$ cat config.mk
export PLATFORM = sky130hd
export DESIGN_NAME = ad9653_spi_responder
export DESIGN_NICKNAME = d
export VERILOG_FILES = /design/src/rtl/ad9653_spi_pkg.sv /design/src/rtl/spi_edge_sync.sv /design/src/rtl/ad9653_spi_responder.sv
export SDC_FILE = /design/constraint.sdc
export NUM_CORES = 1
export LEC_CHECK = 0
export CAP_MARGIN = 30
export CORE_MARGIN = 8
export CORE_UTILIZATION = 50
export DETAILED_ROUTE_END_ITERATION = 7
export GPL_ROUTABILITY_DRIVEN = 0
export PLACE_DENSITY_LB_ADDON = 0.25
export SYNTH_ARGS = -nofsm -noshare
export SYNTH_HDL_FRONTEND = slang
export SYNTH_HIERARCHICAL = 1
export SYNTH_SLANG_ARGS = --single-unit
$ cat constraint.sdc
create_clock -name clk -period 2.7 [get_ports clk]
set_input_delay 0.27 -clock clk [delete_from_list [all_inputs] [get_ports clk]]
set_output_delay 0.27 -clock clk [all_outputs]
set_load 0.02 [all_outputs]
$ cat src/rtl/ad9653_spi_pkg.sv
// Shared definitions for the AD9653-style SPI register responder:
// instruction layout, FSM encoding and the default chip identifier.
package ad9653_spi_pkg;

    localparam int ADDR_W  = 13;
    localparam int INSTR_W = 16;
    localparam int RW_BIT  = 15;
    localparam int W1_BIT  = 14;
    localparam int W0_BIT  = 13;

    localparam logic [7:0] CHIP_ID_DEFAULT = 8'h73;

    localparam logic [1:0] ST_IDLE  = 2'd0;
    localparam logic [1:0] ST_INSTR = 2'd1;
    localparam logic [1:0] ST_DATA  = 2'd2;
    localparam logic [1:0] ST_DONE  = 2'd3;

    // Field order mirrors the wire order: R/W, W1W0, then the start address.
    typedef struct packed {
        logic              rd;
        logic [1:0]        w;
        logic [ADDR_W-1:0] addr;
    } instr_t;

    function automatic instr_t instr_decode(input logic [INSTR_W-1:0] word);
        return instr_t'(word);
    endfunction

    // Streaming walks downward and wraps 0x0000 -> 0x1FFF.
    function automatic logic [ADDR_W-1:0] addr_step(input logic [ADDR_W-1:0] a);
        return a - 13'd1;
    endfunction

endpackage

$ cat src/rtl/spi_edge_sync.sv
// Brings the asynchronous SPI pins into the clk domain and derives the
// sclk edges and the chip-select falling edge from the synchronized copies.
module spi_edge_sync (
    input  logic clk,
    input  logic rst_n,
    input  logic sclk,
    input  logic csb,
    input  logic sdio,
    output logic sclk_rise,
    output logic sclk_fall,
    output logic csb_fall,
    output logic csb_high,
    output logic sdio_sync
);

    logic       sclk_meta_r, sclk_sync_r, sclk_prev_r;
    logic       csb_meta_r, csb_sync_r, csb_prev_r;
    logic       sdio_meta_r, sdio_sync_r;
    logic [1:0] vld_r;
    logic       armed_r;

    // Two-stage synchronizers, edge history and post-reset arming.
    always_ff @(posedge clk or negedge rst_n) begin
        if (!rst_n) begin
            sclk_meta_r <= 1'b0;
            sclk_sync_r <= 1'b0;
            sclk_prev_r <= 1'b0;
            csb_meta_r  <= 1'b1;
            csb_sync_r  <= 1'b1;
            csb_prev_r  <= 1'b1;
            sdio_meta_r <= 1'b0;
            sdio_sync_r <= 1'b0;
            vld_r       <= 2'b00;
            armed_r     <= 1'b0;
        end else begin
            sclk_meta_r <= sclk;
            sclk_sync_r <= sclk_meta_r;
            sclk_prev_r <= sclk_sync_r;
            csb_meta_r  <= csb;
            csb_sync_r  <= csb_meta_r;
            csb_prev_r  <= csb_sync_r;
            sdio_meta_r <= sdio;
            sdio_sync_r <= sdio_meta_r;
            vld_r       <= {vld_r[0], 1'b1};
            // The reset value of the csb chain is not a real observation; only a
            // genuine high seen on the pin may precede a transfer-starting fall.
            armed_r     <= armed_r | (vld_r[1] & csb_sync_r);
        end
    end

    assign sclk_rise = sclk_sync_r & ~sclk_prev_r;
    assign sclk_fall = ~sclk_sync_r & sclk_prev_r;
    assign csb_fall  = armed_r & csb_prev_r & ~csb_sync_r;
    assign csb_high  = csb_sync_r;
    assign sdio_sync = sdio_sync_r;

endmodule

$ cat src/rtl/ad9653_spi_responder.sv
// 3-wire SPI slave emulating the AD9653 register port: 16-bit instruction,
// 1..4 streamed data bytes with descending address, small register file.
module ad9653_spi_responder
    import ad9653_spi_pkg::*;
#(
    parameter logic [7:0] CHIP_ID = CHIP_ID_DEFAULT,
    parameter int         NREG    = 16
) (
    input  logic              clk,
    input  logic              rst_n,
    input  logic              spi_sclk,
    input  logic              spi_csb,
    input  logic              spi_sdio_in,
    output logic              spi_sdio_out,
    output logic              spi_sdio_oe,
    output logic [8*NREG-1:0] reg_flat,
    output logic              reg_we,
    output logic [12:0]       reg_waddr,
    output logic [7:0]        reg_wdata
);

    logic sclk_rise_s, sclk_fall_s, csb_fall_s, csb_high_s, sdio_s;

    logic [1:0]        state_r;
    logic [3:0]        bit_cnt_r;
    logic [14:0]       instr_sr_r;
    logic [6:0]        rx_sr_r;
    logic [7:0]        tx_sr_r;
    logic              rd_r;
    logic              rd_last_r;
    logic [1:0]        bytes_left_r;
    logic [ADDR_W-1:0] addr_r;
    logic [7:0]        regs_r [NREG];

    instr_t            instr_s;
    logic [7:0]        byte_s;
    logic [ADDR_W-1:0] addr_next_s;
    logic [7:0]        rd_start_raw_s, rd_next_raw_s, rd_start_s, rd_next_s;
    logic              commit_s, wr_ok_s;

    spi_edge_sync u_sync (
        .clk       (clk),
        .rst_n     (rst_n),
        .sclk      (spi_sclk),
        .csb       (spi_csb),
        .sdio      (spi_sdio_in),
        .sclk_rise (sclk_rise_s),
        .sclk_fall (sclk_fall_s),
        .csb_fall  (csb_fall_s),
        .csb_high  (csb_high_s),
        .sdio_sync (sdio_s)
    );

    assign instr_s     = instr_decode({instr_sr_r, sdio_s});
    assign byte_s      = {rx_sr_r, sdio_s};
    assign addr_next_s = addr_step(addr_r);
    assign wr_ok_s     = (addr_r < ADDR_W'(NREG)) && (addr_r != 13'h001);
    assign commit_s    = !csb_high_s && (state_r == ST_DATA) && !rd_r
                         && sclk_rise_s && (bit_cnt_r == 4'd7);

    // Read muxes for the first byte (from the instruction) and the next streamed byte.
    always_comb begin
        rd_start_raw_s = 8'h00;
        rd_next_raw_s  = 8'h00;
        for (int i = 0; i < NREG; i++) begin
            rd_start_raw_s = rd_start_raw_s | ((instr_s.addr == ADDR_W'(i)) ? regs_r[i] : 8'h00);
            rd_next_raw_s  = rd_next_raw_s  | ((addr_next_s  == ADDR_W'(i)) ? regs_r[i] : 8'h00);
        end
        rd_start_s = (instr_s.addr == 13'h001) ? CHIP_ID : rd_start_raw_s;
        rd_next_s  = (addr_next_s  == 13'h001) ? CHIP_ID : rd_next_raw_s;
    end

    // Transfer FSM: instruction shift-in, write byte assembly, read shift-out.
    always_ff @(posedge clk or negedge rst_n) begin
        if (!rst_n) begin
            state_r      <= ST_IDLE;
            bit_cnt_r    <= 4'd0;
            instr_sr_r   <= 15'h0000;
            rx_sr_r      <= 7'h00;
            tx_sr_r      <= 8'h00;
            rd_r         <= 1'b0;
            rd_last_r    <= 1'b0;
            bytes_left_r <= 2'd0;
            addr_r       <= 13'h0000;
            spi_sdio_out <= 1'b0;
            spi_sdio_oe  <= 1'b0;
        end else if (csb_high_s) begin
            state_r      <= ST_IDLE;
            bit_cnt_r    <= 4'd0;
            rd_last_r    <= 1'b0;
            spi_sdio_out <= 1'b0;
            spi_sdio_oe  <= 1'b0;
        end else begin
            case (state_r)
                ST_IDLE: begin
                    if (csb_fall_s) begin
                        state_r   <= ST_INSTR;
                        bit_cnt_r <= 4'd0;
                    end
                end
                ST_INSTR: begin
                    if (sclk_rise_s) begin
                        instr_sr_r <= {instr_sr_r[13:0], sdio_s};
                        if (bit_cnt_r == 4'd15) begin
                            state_r      <= ST_DATA;
                            bit_cnt_r    <= 4'd0;
                            rd_r         <= instr_s.rd;
                            bytes_left_r <= instr_s.w;
                            addr_r       <= instr_s.addr;
                            tx_sr_r      <= rd_start_s;
                            rd_last_r    <= 1'b0;
                        end else begin
                            bit_cnt_r <= bit_cnt_r + 4'd1;
                        end
                    end
                end
                ST_DATA: begin
                    if (rd_r && sclk_fall_s) begin
                        // The fall after the last bit closes the final bit cell.
                        if (rd_last_r) begin
                            state_r     <= ST_DONE;
                            spi_sdio_oe <= 1'b0;
                        end else begin
                            spi_sdio_oe  <= 1'b1;
                            spi_sdio_out <= tx_sr_r[7];
                            tx_sr_r      <= {tx_sr_r[6:0], 1'b0};
                            if (bit_cnt_r == 4'd7) begin
                                bit_cnt_r <= 4'd0;
                                if (bytes_left_r == 2'd0) begin
                                    rd_last_r <= 1'b1;
                                end else begin
                                    bytes_left_r <= bytes_left_r - 2'd1;
                                    addr_r       <= addr_next_s;
                                    tx_sr_r      <= rd_next_s;
                                end
                            end else begin
                                bit_cnt_r <= bit_cnt_r + 4'd1;
                            end
                        end
                    end else if (!rd_r && sclk_rise_s) begin
                        rx_sr_r <= byte_s[6:0];
                        if (bit_cnt_r == 4'd7) begin
                            bit_cnt_r <= 4'd0;
                            addr_r    <= addr_next_s;
                            if (bytes_left_r == 2'd0) begin
                                state_r <= ST_DONE;
                            end else begin
                                bytes_left_r <= bytes_left_r - 2'd1;
                            end
                        end else begin
                            bit_cnt_r <= bit_cnt_r + 4'd1;
                        end
                    end
                end
                ST_DONE: begin
                    state_r <= ST_DONE;
                end
                default: begin
                    state_r <= ST_IDLE;
                end
            endcase
        end
    end

    // Register file and the committed-write strobe; read-only and absent addresses still strobe.
    always_ff @(posedge clk or negedge rst_n) begin
        if (!rst_n) begin
            for (int i = 0; i < NREG; i++) begin
                regs_r[i] <= 8'h00;
            end
            reg_we    <= 1'b0;
            reg_waddr <= 13'h0000;
            reg_wdata <= 8'h00;
        end else begin
            reg_we <= commit_s;
            if (commit_s) begin
                reg_waddr <= addr_r;
                reg_wdata <= byte_s;
            end
            for (int i = 0; i < NREG; i++) begin
                if (commit_s && wr_ok_s && (addr_r == ADDR_W'(i))) begin
                    regs_r[i] <= byte_s;
                end
            end
        end
    end

    for (genvar g = 0; g < NREG; g++) begin : g_flat
        assign reg_flat[8*g +: 8] = regs_r[g];
    end

endmodule

* After elaboration in Yosys (flattened, before gate mapping) *
Index checks and enable logic that the tools add are counted.

storage, ports and cells
  input bits = 5
  register bits = 216
  output and inout bits = 152
  word-level logic and storage cells = 293

cells by class
  add/subtract/negate cells = 3
  reduce and logical (&&, ||, !) cells = 47
  magnitude comparators = 1
  equal/unequal tests = 69
  bitwise gates (word level) = 40
  multiplexer cells = 93

operators with widths
  operator                 number
  $mux W8                  40
  $eq A13 B4 Y1 const B    24
  $or A8 B8 Y8             30
  $eq A13 B3 Y1 const B    12
  $mux W13                 8
  $eq A13 B2 Y1 const B    6
  $eq A13 B1 Y1 const B    3
  $logic_not A13 Y1        3
  $mux W2                  16
  $mux W4                  8
  $pmux W13 S2             1
  $logic_and A1 B1 Y1      24
  $pmux W8 S2              1
  $mux W1                  15
  $lt A13 B5 Y1 const B    1
  $ne A13 B1 Y1 const B    1
  $sub A13 B1 Y13 const B  1
  $ne A4 B1 Y1 const B     3
  $pmux W4 S3              1
  $reduce_and A4 Y1        3
  $reduce_and A6 Y1        2
  $ne A3 B2 Y1 const B     3
  $ne A4 B3 Y1 const B     2
  $pmux W2 S4              1
  25 further kinds         44

* Depth between registers and ports, before layout *
Gate-level depths: netlist of run 1.

  depth in word-level cells = 24
  depth in mapped cells = 11
  mapped depth without buffers = 9

* Cells and area by module *
The synthesis of run 1 kept the hierarchy.

modules (own cells, without submodules)
  module                instances  cells an instance  sequential area each (sq um)  area an instance (sq um)
  ad9653_spi_responder  1          999                5129.9                        10864.2
  spi_edge_sync         1          16                 279.0                         314.1

* Least setup slack after synthesis of run 1 *
OpenSTA, ideal clock, no wires.

  path type = reg-to-reg
  start point = register addr_r[0]
  end point = register tx_sr_r[0]
  setup time = 141 ps
  data required time = 2559 ps
  arrival time = 2584 ps
  cell stages (with the launch flop) = 11
  path buffers = 1
  slack = -25 ps
  period minus slack after synthesis = 2725 ps
  cells stage by stage = dfrtp_1 > inv_1 > ha_1 > clkbuf_1 > xor2_1 > mux2_2 > a221oi_1 > o22ai_1 > a22o_1 > o31ai_1 > a31oi_1

between the ends
  longest elaborated chain between the ends = 24
  elaborated cells between the ends (all ways) = 54
  classes of those cells = 1 x add/sub; 15 x eq/ne; 22 x mux; 15 x bitwise; 1 x reduce/logical

RTL lines
  item                                                RTL line                                                text
  from (decl)                                         ad9653_spi_responder.sv:32                              logic [ADDR_W-1:0] addr_r;
  from (signal assigned)                              ad9653_spi_responder.sv:109                             addr_r <= instr_s.addr;
  from (signal assigned)                              ad9653_spi_responder.sv:133                             addr_r <= addr_next_s;
  from (signal assigned)                              ad9653_spi_responder.sv:144                             addr_r <= addr_next_s;
  $sub A13 B1 Y13 *                                   ad9653_spi_pkg.sv:31                                    return a - 13'd1;
  $eq A13 B1 Y1 or $logic_not A13 Y1 (tied branches)  ad9653_spi_responder.sv:67, ad9653_spi_responder.sv:70
  $mux W8                                             ad9653_spi_responder.sv:67                              rd_next_raw_s = rd_next_raw_s | ((addr_next_s == ADDR_W'(i)) ? regs_r[i] : 8'h00);
  $or A8 B8 Y8 (15 in a row)                          ad9653_spi_responder.sv:67
  $mux W8 *                                           ad9653_spi_responder.sv:70                              rd_next_s = (addr_next_s == 13'h001) ? CHIP_ID : rd_next_raw_s;
  $mux W8 *                                           ad9653_spi_responder.sv:129                             if (bytes_left_r == 2'd0) begin
  $mux W8 *                                           ad9653_spi_responder.sv:127                             if (bit_cnt_r == 4'd7) begin
  $mux W8 *                                           ad9653_spi_responder.sv:120                             if (rd_last_r) begin
  $mux W8 *                                           ad9653_spi_responder.sv:118                             if (rd_r && sclk_fall_s) begin
  $pmux W8 S2 *                                       ad9653_spi_responder.sv:94                              case (state_r)
  to (signal assigned)                                ad9653_spi_responder.sv:110                             tx_sr_r <= rd_start_s;
  to (signal assigned)                                ad9653_spi_responder.sv:126                             tx_sr_r <= {tx_sr_r[6:0], 1'b0};
  to (signal assigned)                                ad9653_spi_responder.sv:134                             tx_sr_r <= rd_next_s;
  to (decl)                                           ad9653_spi_responder.sv:28                              logic [7:0] tx_sr_r;

Mark *: on every way between the ends. The rest lies on a longest branch, timed or not. The select of a mux whose other input is x is not followed.
A chain may end at the register's enable or synchronous reset.

* Worst setup path in the final report of run 1 *
  start point = register instr_sr_r[1]
  end point = register tx_sr_r[7]

between the ends
  longest elaborated chain between the ends = 21
  elaborated cells between the ends (all ways) = 51
  classes of those cells = 15 x eq/ne; 20 x mux; 15 x bitwise; 1 x reduce/logical

RTL lines
  item                                                RTL line                                                text
  from (decl)                                         ad9653_spi_responder.sv:26                              logic [14:0] instr_sr_r;
  from (signal assigned)                              ad9653_spi_responder.sv:103                             instr_sr_r <= {instr_sr_r[13:0], sdio_s};
  $eq A13 B1 Y1 or $logic_not A13 Y1 (tied branches)  ad9653_spi_responder.sv:66, ad9653_spi_responder.sv:69
  $mux W8                                             ad9653_spi_responder.sv:66                              rd_start_raw_s = rd_start_raw_s | ((instr_s.addr == ADDR_W'(i)) ? regs_r[i] : 8'h00);
  $or A8 B8 Y8 (15 in a row)                          ad9653_spi_responder.sv:66
  $mux W8 *                                           ad9653_spi_responder.sv:69                              rd_start_s = (instr_s.addr == 13'h001) ? CHIP_ID : rd_start_raw_s;
  $mux W8 *                                           ad9653_spi_responder.sv:104                             if (bit_cnt_r == 4'd15) begin
  $mux W8 *                                           ad9653_spi_responder.sv:102                             if (sclk_rise_s) begin
  $pmux W8 S2 *                                       ad9653_spi_responder.sv:94

Marks and branches as above.

==> results of run 1 <==
[worst max-delay path by stage]
stage	startpoint	end	slack, ns	cells past startpoint
2_1_floorplan	state_r[0]	reg_flat[42]	0.008	10
3_3_place_gp	addr_r[1]	tx_sr_r[4]	0.1	10
3_5_place_dp	addr_r[1]	tx_sr_r[4]	0.01	10
4_1_cts	addr_r[1]	tx_sr_r[4]	0.04	11
5_1_grt	addr_r[1]	tx_sr_r[2]	0.01	10
6_report	instr_sr_r[1]	tx_sr_r[7]	0.11	6
[kinds of logic after synthesis]
family | Yosys count | share of synthesized area (%)
other | 1 | 0.0335
multiplexers | 195 | 19.7
AND/OR/NAND/NOR | 261 | 12.1
AO/OA/AOI/OAI | 235 | 15.0
buffers and inverters | 95 | 3.42
adder cells (fa/ha/maj) | 9 | 1.01
flip-flops | 216 | 48.4
XOR/XNOR | 3 | 0.235
[what timing repair did]
item	in CTS	in global routing
hold buffers	1	0
endpoints found under the hold margin	65	0
pin swaps	0	3
gates cloned	0	0
setup endpoints to repair	1	58
gates resized for setup	1	22
[layout make-up]
type	count	area [sq um]
fill	1703	7350
clock inverter	7	114
multi-input combinational	704	5480
inverter	18	67.6
tap	280	350
timing repair buffer	248	2450
sequential	216	5410
clock buffer	34	669
[metal layers]
metal  vias up  GRT usage, %  share of wire (%)
li1       4224             -                  -
met1      4903          35.9                 37
met2       692          44.4                 44
met3       229          8.43                 10
met4         0          18.5                8.2
met5         -             0                  0
[metrics by stage]
stage                     util, %  power [mW]
after detailed placement     62.4        6.79
after global placement       62.4        6.74
after CTS                    66.1        10.1
after global routing         66.4        10.7
after floorplan                 -        5.60
final                        66.4        10.3
[state kept, by name, summed over array words and instances (netlist names), 2 cells and up]
name and cells:
tx_sr_r 8, reg_waddr 13, instr_sr_r 15, rx_sr_r 7, bytes_left_r 2, reg_flat 128, bit_cnt_r 4, state_r 2
addr_r 13, reg_wdata 8, u_sync/vld_r 2
[placed cells by master (no fill, tap or decap), drive strengths merged, types with 8 or more instances in the layout]
cell,n
a221oi,9
inv,18
o22ai,21
mux2i,20
nand4,12
o21ai,41
clkdlybuf4s50,155
mux2,172
dfrtp,213
nand2,78
and2,8
nor2,38
a22o,22
a32oi,8
a21oi,33
nor3,20
a22oi,20
a31oi,13
buf,92
and3,8
nor2b,11
clkbuf,34
ha,9
nor4,8
nand3,44
[worst max-delay path: cells and delay by family (launching register included)]
| kind | cells | cell delay [ns] |
|---|---|---|
| simple gates | 3 | 0.91 |
| flops | 1 | 0.90 |
| compound gates | 3 | 0.70 |
[where the power goes]
part           internal [mW]  switching, mW  leakage, nW  total, mW
sequential              3.44          0.288         2.94       3.73
clock                   2.00           1.31        0.383       3.31
combinational           1.16           2.10         3.01       3.25
==> impl_results.md, run 1 <==
- Status: complete, but fails checks
- Failing checks: DRC
- Setup bufs post-CTS: 0
- VDD IR max: between 0.5 and 0.6 mV
- Synth unique cells: 77
- Final ANT Viol Nets: 0
- WHS Endpoint: u_sync/csb_meta_r
- Post-DP HPWL: 28900 um
- Placed instance area: between 0.01 and 0.015 sq mm
- Worst-Margin Slew: 0.859 ns
- Reg2reg setup slack: 0.11 ns
- Num CTS Buffers: 24
- R2r endpoint: tx_sr_r[7]
- Worst EP arrival: 3.04 ns
- H-tree levels: 1
- First-pass GRT wire length: just over 60000 um
- GR Overflow Total: 0
- Syn avg cell area: between 10 and 15 sq um
- Fin cells: 1507
- RSZ-0062 raised after global routing: false
- WP data required: between 3 and 4 ns
- Critical path startpoint category: register
- Mapped Area: 0.0112 sq mm
- Worst Hold Class: input port to register
- FP Rows: 54
- Critical path peak fanout: 21
- Synth top area cells: dfrtp_1 48%, mux2_2 13%, mux2_1 4.4%
- Final hold slack: roughly 0.15 ns
- CTS tree: done
- Core footprint: approximately 0.022 sq mm
- Flops & latches, synth: ~220
- Worst reg2reg path depth: 6
- Period minus WS final: 2.59 ns
- Area Overhead vs Synth: 30.1%
- DRC Markers: 2
- Critical path's largest stage delay: approximately 0.90 ns
- Initial antenna violation count: 0
- Most common cell in the netlist: dfrtp_1
- GRT Total Usage: around 30%
- Ys flop type: dfrtp_1
- Final Hold Violating Endpoints: 0
- Clock transition at path regs: 0.06 ns
- Sink Count: approximately 220
- YS warnings: 6
- Vias: approximately 10000
- Synth async-reset ratio: between 90% and 100%
- Vias per cell: ~6.7
- Lkg Pwr: roughly 6.3 nW
- Placed cell count: roughly 1500
- Critical-path cell list: nor2b_1, and4_1, a21oi_1, o211ai_1, and3_1, o21ai_1
- DR WL/cell: 26.4 um
- Synth top area share: 47.7%
- Worst r2r src: instr_sr_r[1]
- Port bufs: approximately 160
- Root buf cell: clkbuf_16
- Pwr dens: about 710 mW/mm^2
- Final WS setup: ~0.11 ns
- Die H: between 150 and 200 um
- Finish-stage setup viols: 0
- Worst Clk Skew: about 0.018 ns
- Commonest cells post-synth: 213 x dfrtp_1, 128 x mux2_2, 78 x nand2_1
- Synthesized Nets: 1029
- Post-synth EDFFs: 0
- Setup CP Type: register to register
- Share of cells above drive strength 1: 24.4%
- Nets: around 1200
- Setup WS pre-CTS: a little under 0.01 ns
- Drt initial violations: ~1200
- Final wirelength: between 30000 and 40000 um
- I/O Pins: roughly 160
- Clock Tree Buf Depth: 3
- Post-synth top area cell: dfrtp_1
- Vias in the first global route: between 9000 and 10000
- Final Cell Area: 0.0145 sq mm
- # diodes: 0
- Starting Density: around half
- Worst skew pair latency: 0.53 ns
- Rel. slew slack: between 40% and 50%
- Min-delay src: spi_csb
- Die area: 0.0274 sq mm
- Largest net degree at the start of global routing: 72
- Slew Limit Fails: 0
- Hold depth: 1
- Slowest CP cell: dfrtp_1
- Synth Instances: 1015
- Drt pass-1 iters: 8
- Seq/Total Area, Yosys: 48.4%
- Maxcap violations: 0
- Die width: roughly 170 um
- Tcrit/Tclk final: between 90% and 100%
- Post-route setup TNS: 0 ns
- FMAX: 386 MHz
- Setup crit end kind: register
(Power assumes the default switching activity.)
==> inputs of run 2 (changes only) <==
--- a/config.mk
+++ b/config.mk
@@ -11,6 +11,7 @@
 export DETAILED_ROUTE_END_ITERATION = 7
 export GPL_ROUTABILITY_DRIVEN = 0
 export PLACE_DENSITY_LB_ADDON = 0.25
+export SETUP_SLACK_MARGIN = 0.2
 export SYNTH_ARGS = -nofsm -noshare
 export SYNTH_HDL_FRONTEND = slang
 export SYNTH_HIERARCHICAL = 1
==> constraint.sdc (replaced) <==
create_clock -name clk -period 2.7 [get_ports clk]
set_input_delay 0.27 -clock clk [delete_from_list [all_inputs] [get_ports clk]]
set_output_delay 0.27 -clock clk [all_outputs]
set_load 0.1 [all_outputs]
==> run 2 against run 1 <==
  * The flow still finishes with violations (DRC)
  * Flip-flop and latch count unchanged
  * Largest power group unchanged
  * Critical path depth increased by 7
  * Critical path type unchanged
  * Sequential share of layout area rose by 0.74 points
  * Largest cell class unchanged
==> impl_results.md, run 2 (synthesized netlist as in run 1, its figures left out) <==
- GR Overflow Total: 0
- RSZ-0062 raised after global routing: true
- Critical path startpoint category: register
- First-pass GRT wire length: approximately 60000 um
- Slew Limit Fails: 0
- Initial antenna violation count: 0
- Vias in the first global route: about 10000
- # diodes: 0
- Reg2reg setup slack: 0.12 ns
- Maxcap violations: 0
- Final Cell Area: between 0.01 and 0.015 sq mm
- Port bufs: 156
- Final ANT Viol Nets: 0
- Placed instance area: ~0.013 sq mm
- I/O Pins: 157
- Most common cell after layout, fill and taps aside: buf_4
- Worst EP arrival: 3.02 ns
- Area Overhead vs Synth: 27.6%
- Status: complete, but fails checks
- Tcrit/Tclk final: 95.6%
- DRC Markers: 5
- H-tree levels: 1
- Vias: between 10000 and 15000
- Critical path peak fanout: 4
- Drt pass-1 iters: 8
- FMAX: 387 MHz
- Clock Tree Buf Depth: 3
- Worst skew pair latency: ~0.52 ns
- Share of cells above drive strength 1: 39.5%
- Lkg Pwr: around 6.7 nW
- Sink Count: 216
- Die area: between 0.02 and 0.03 sq mm
- Critical-path cell list: inv_2, ha_4, or3b_4, buf_6, o21ai_2, o2111ai_2, nor3_2, buf_4, buf_4, buf_4, a22oi_1, o211a_1, o22ai_1
- Finish-stage setup viols: 0
- CP most frequent cell: buf_4
- Most frequent cells in the layout: 222 x buf_4, 211 x dfrtp_1, 128 x mux2_2, 65 x nand2_1, 44 x mux2_1
- Crit path buf inv count: 5
- Die width: ~170 um
- Vias per cell: 6.67
- Rel. slew slack: 49.3%
- Final Hold Violating Endpoints: 0
- Starting Density: a little over 50%
- Core footprint: between 0.02 and 0.025 sq mm
- VDD IR max: roughly 0.44 mV
- Worst Hold Class: input port to register
- CTS tree: done
- GRT Total Usage: 29.2%
- Post-DP HPWL: between 20000 and 30000 um
- Clock transition at path regs: ~0.060 ns
- Setup CP Type: register to register
- Critical path's largest stage delay: roughly 0.4 ns
- Die H: 166 um
- Setup crit end kind: register
- Root buf cell: clkbuf_16
- Failing checks: DRC
- Number of flip-flops under the largest register name: about 130
- WP data required: 3.14 ns
- Nets: between 1000 and 1500
- Drt initial violations: ~1400
- Pwr dens: between 700 and 800 mW/mm^2
- Largest net degree at the start of global routing: 64
- DR WL/cell: 26.9 um
- Num CTS Buffers: 24
- FP Rows: between 50 and 60
- Delay-heaviest family, CP: compound AO/OA/AOI/OAI gates
- Worst Clk Skew: 0.0101 ns
- Final wirelength: 40400 um
- Period minus WS final: between 2 and 3 ns
- Worst-Margin Slew: 0.761 ns
- Slowest CP cell: dfrtp_1
- Pwr Total: between 10 and 15 mW
## run 2: cell count changes in the layout (fill, tap and decap cells not counted), sizes merged
| cell | delta |
|---|---|
| clkinvlp | +1 |
| clkdlybuf4s50 | -152 |
| bufinv | -3 |
| inv | +1 |
| clkinv | -2 |
| clkbuf | +4 |
| buf | +148 |
| or4 | +1 |
## run 2: area by class of cell
class | count | area, sq um
Inverter | 18 | 67.6
Multi-Input combinational cell | 705 | 5680
Fill cell | 1731 | 7630
Timing Repair Buffer | 245 | 1990
Tap cell | 280 | 350
Sequential cell | 216 | 5410
Clock buffer | 37 | 741
Clock inverter | 4 | 26.3
## run 2: metrics by stage
stage / utilization [%] / setup TNS [ns] / hold slack, ns / worst slack [ns] / instances
2_1_floorplan: - / 0 / -0.0256 / 0.165 / 1015
3_3_place_gp: 59.6 / -0.122 / 0.228 / -0.106 / 1442
3_5_place_dp: 59.6 / -0.0614 / 0.231 / -0.0538 / 1442
4_1_cts: 63.9 / 0 / 0.157 / 0.153 / 1498
5_1_grt: 65.2 / 0 / 0.161 / 0.0353 / 1505
6_report: 65.2 / 0 / 0.163 / 0.118 / 1505
## run 2: path summary, 6_finish.rpt
kind,cells after the start,startpoint,to
min in group asynchronous,2,rst_n,u_sync/armed_r
min,1,spi_csb,u_sync/csb_meta_r
min reg2reg,0,u_sync/vld_r[0],u_sync/vld_r[1]
max reg2reg,13,addr_r[0],tx_sr_r[3]
max in group asynchronous,3,rst_n,reg_flat[57]
max,13,addr_r[0],tx_sr_r[3]
## run 2: timing repair
action	4_1_cts	5_1_grt
cloned	1	1
gates resized for setup	12	52
buffers inserted	13	6
hold endpoints to repair	53	0
hold buffers	1	0
pin swaps	9	13
setup endpoints to repair	40	121
## run 2: worst register-to-register path: cells and delay by family (launching register included)
family                   cells  cell delay [ns]
AO/OA/AOI/OAI                5             0.71
adder cells (fa/ha/maj)      1             0.18
buffers and inverters        5             0.62
flip-flops                   1             0.40
AND/OR/NAND/NOR              2             0.59
## run 2: metal layers
layer  track usage (%)  part of all wire, %  up-vias
li1                  -                    -     4241
met1              35.9                   37     4865
met2              45.0                   45      690
met3              8.03                   10      237
met4              18.5                  7.9        2
met5                 0                 0.10        -
## run 2: power by group
part           internal [mW]  switching [mW]  total (mW)
Clock                   1.88            1.27        3.14
Sequential              3.44           0.289        3.73
Combinational           1.39            2.29        3.68
Total                   6.71            3.85        10.6
==> inputs of run 3 (changes only) <==
--- a/config.mk
+++ b/config.mk
@@ -6,7 +6,7 @@
 export NUM_CORES = 1
 export LEC_CHECK = 0
 export CAP_MARGIN = 30
-export CORE_MARGIN = 8
+export CORE_MARGIN = 2
 export CORE_UTILIZATION = 50
 export DETAILED_ROUTE_END_ITERATION = 7
 export GPL_ROUTABILITY_DRIVEN = 0
==> run 3 against run 2 <==
  * The run now ends clean
  * Setup slack gained 0.019 ns
  * First-iteration DRC count shrank 27%
  * Clock-buffer cell count shrank 1
  * Global-route usage grew 2.6 points
  * Design area shrank 0.45%
  * Clock power grew 3%
  * Critical path depth shrank 2
  * Critical path type unchanged
  * Critical endpoint is now tx_sr_r[2]
  * Largest cell class unchanged
  * Highest routed layer is now met4
==> impl_results.md, run 3 (synthesized netlist as in run 1, its figures left out) <==
- Setup crit end kind: register
- Starting Density: approximately half
- Maxcap violations: 0
- Post-route setup TNS: 0 ns
- Hold depth: 1
- Most frequent cells in the layout: 223 x buf_4, 212 x dfrtp_1, 128 x mux2_2, 64 x nand2_1, 44 x mux2_1
- RSZ-0062 raised after global routing: true
- FILL cells: 1759
- FP Rows: 54
- Die area: between 0.02 and 0.025 sq mm
- Rel. slew slack: 39.9%
- WP data required: ~3.2 ns
- Num CTS Buffers: 24
- I/O Pins: ~160
- Placed instance area: between 0.01 and 0.015 sq mm
- Clock Tree Buf Depth: 3
- Setup CP Type: register to register
- Final wirelength: around 38000 um
- Vias in the first global route: 9455
- Final ANT Viol Nets: 0
- Worst EP arrival: a little over 3 ns
- Finish-stage setup viols: 0
- Worst Hold Class: input port to register
- GRT Total Usage: between 30% and 40%
- Clock transition at path regs: roughly 0.06 ns
- Port bufs: between 150 and 200
- Slew Limit Fails: 0
- Share of cells above drive strength 1: around two fifths
- Tcrit/Tclk final: 94.9%
- # diodes: 0
- Core footprint: roughly 0.022 sq mm
- Status: complete, no violations
- Critical path peak fanout: 3
- Vias: approximately 10000
- Nets: roughly 1200
- Drt pass-1 iters: 8
- Worst reg2reg path depth: 11
- DR WL/cell: 25.5 um
- Root buf cell: clkbuf_16
- Worst skew pair latency: about 0.54 ns
- Most common cell after layout, fill and taps aside: buf_4
- Largest net degree at the start of global routing: 75
- Final Hold Violating Endpoints: 0
- Post-DP HPWL: 27400 um
- Initial antenna violation count: 0
- Die width: about 150 um
- Drt initial violations: between 1000 and 1500
- First-pass GRT wire length: between 50000 and 60000 um
- GR Overflow Total: 0
- Die H: between 150 and 200 um
- VDD IR max: 0.547 mV
- H-tree levels: 1
- Worst Clk Skew: about 0.029 ns
- Area Overhead vs Synth: 27.0%
- FMAX: ~390 MHz
- Period minus WS final: ~2.6 ns
- CTS tree: done
- Lkg Pwr: 6.67 nW
- Final Cell Area: 0.0142 sq mm
- Pwr dens: around 740 mW/mm^2
- Critical path startpoint category: register
- Number of flip-flops under the largest register name: between 100 and 150
- Vias per cell: about 6.5
- Worst-Margin Slew: about 0.9 ns
- Sink Count: 216
- DRC Markers: 0
[run 3: cell count changes in the layout (fill, tap and decap cells not counted), sizes merged]
cell,change
clkbuf,-2
buf,-3
or4,-1
clkinvlp,-1
clkinv,+5
inv,-1
[run 3: worst max-delay path, cell delays in order (launching register included)]
cell     delay [ns]
dfrtp_1        0.40
buf_6          0.14
inv_6          0.05
ha_4           0.15
or3b_4         0.39
a21o_1         0.19
or3_4          0.44
nor3_4         0.22
buf_6          0.15
nand2_2        0.04
and4_1         0.20
o22ai_1        0.14
[run 3: worst paths after layout]
path,slack [ns],from,endpoint
max in group asynchronous,1.65,rst_n,reg_flat[103]
min in group asynchronous,0.28,rst_n,reg_flat[71]
min,0.16,spi_csb,u_sync/csb_meta_r
max reg2reg,0.14,addr_r[0],tx_sr_r[2]
max,0.14,addr_r[0],tx_sr_r[2]
min reg2reg,0.36,u_sync/csb_meta_r,u_sync/csb_high
[run 3: per-stage QoR]
| stage | util, % | hold slack, ns | setup WS, ns | cells | power [mW] |
|---|---|---|---|---|---|
| final | 64.9 | 0.164 | 0.137 | 1502 | 10.5 |
| after global routing | 64.9 | 0.172 | 0.0305 | 1502 | 10.9 |
| after CTS | 63.9 | 0.158 | 0.0855 | 1497 | 10.1 |
| after detailed placement | 59.7 | 0.235 | 0.0126 | 1443 | 6.76 |
| after global placement | 59.7 | 0.236 | 0.0588 | 1443 | 6.71 |
| after floorplan | - | -0.0256 | 0.165 | 1015 | 5.66 |
[run 3: where the power goes]
part / internal, mW / switching, mW
Sequential: 3.44 / 0.307
Combinational: 1.32 / 2.26
Clock: 1.89 / 1.33
[run 3: metal layers]
| metal | up-vias | routed length, um | track usage, % |
|---|---|---|---|
| met5 | - | 0 | 0 |
| met4 | 0 | 2580 | 16.5 |
| met3 | 182 | 3410 | 6.14 |
| li1 | 4224 | - | - |
| met1 | 4815 | 14800 | 42.3 |
| met2 | 614 | 17500 | 49.8 |
[run 3: layout make-up]
cell class,instances,area [sq um],area share (%)
clock buffer,36,736,5.18
clock inverter,7,57.6,0.405
inverter,18,72.6,0.511
multi-input combinational,704,5630,39.6
sequential,216,5410,38.1
tap,280,350,2.47
timing repair buffer,241,1950,13.7
[run 3: repair_timing]
item | in CTS | in global routing
hold buffers | 1 | 0
cloned | 0 | 0
setup endpoints to repair | 7 | 124
gates resized for setup | 11 | 41
endpoints found under the hold margin | 54 | 0
buffers inserted | 10 | 5
pin swaps | 15 | 13
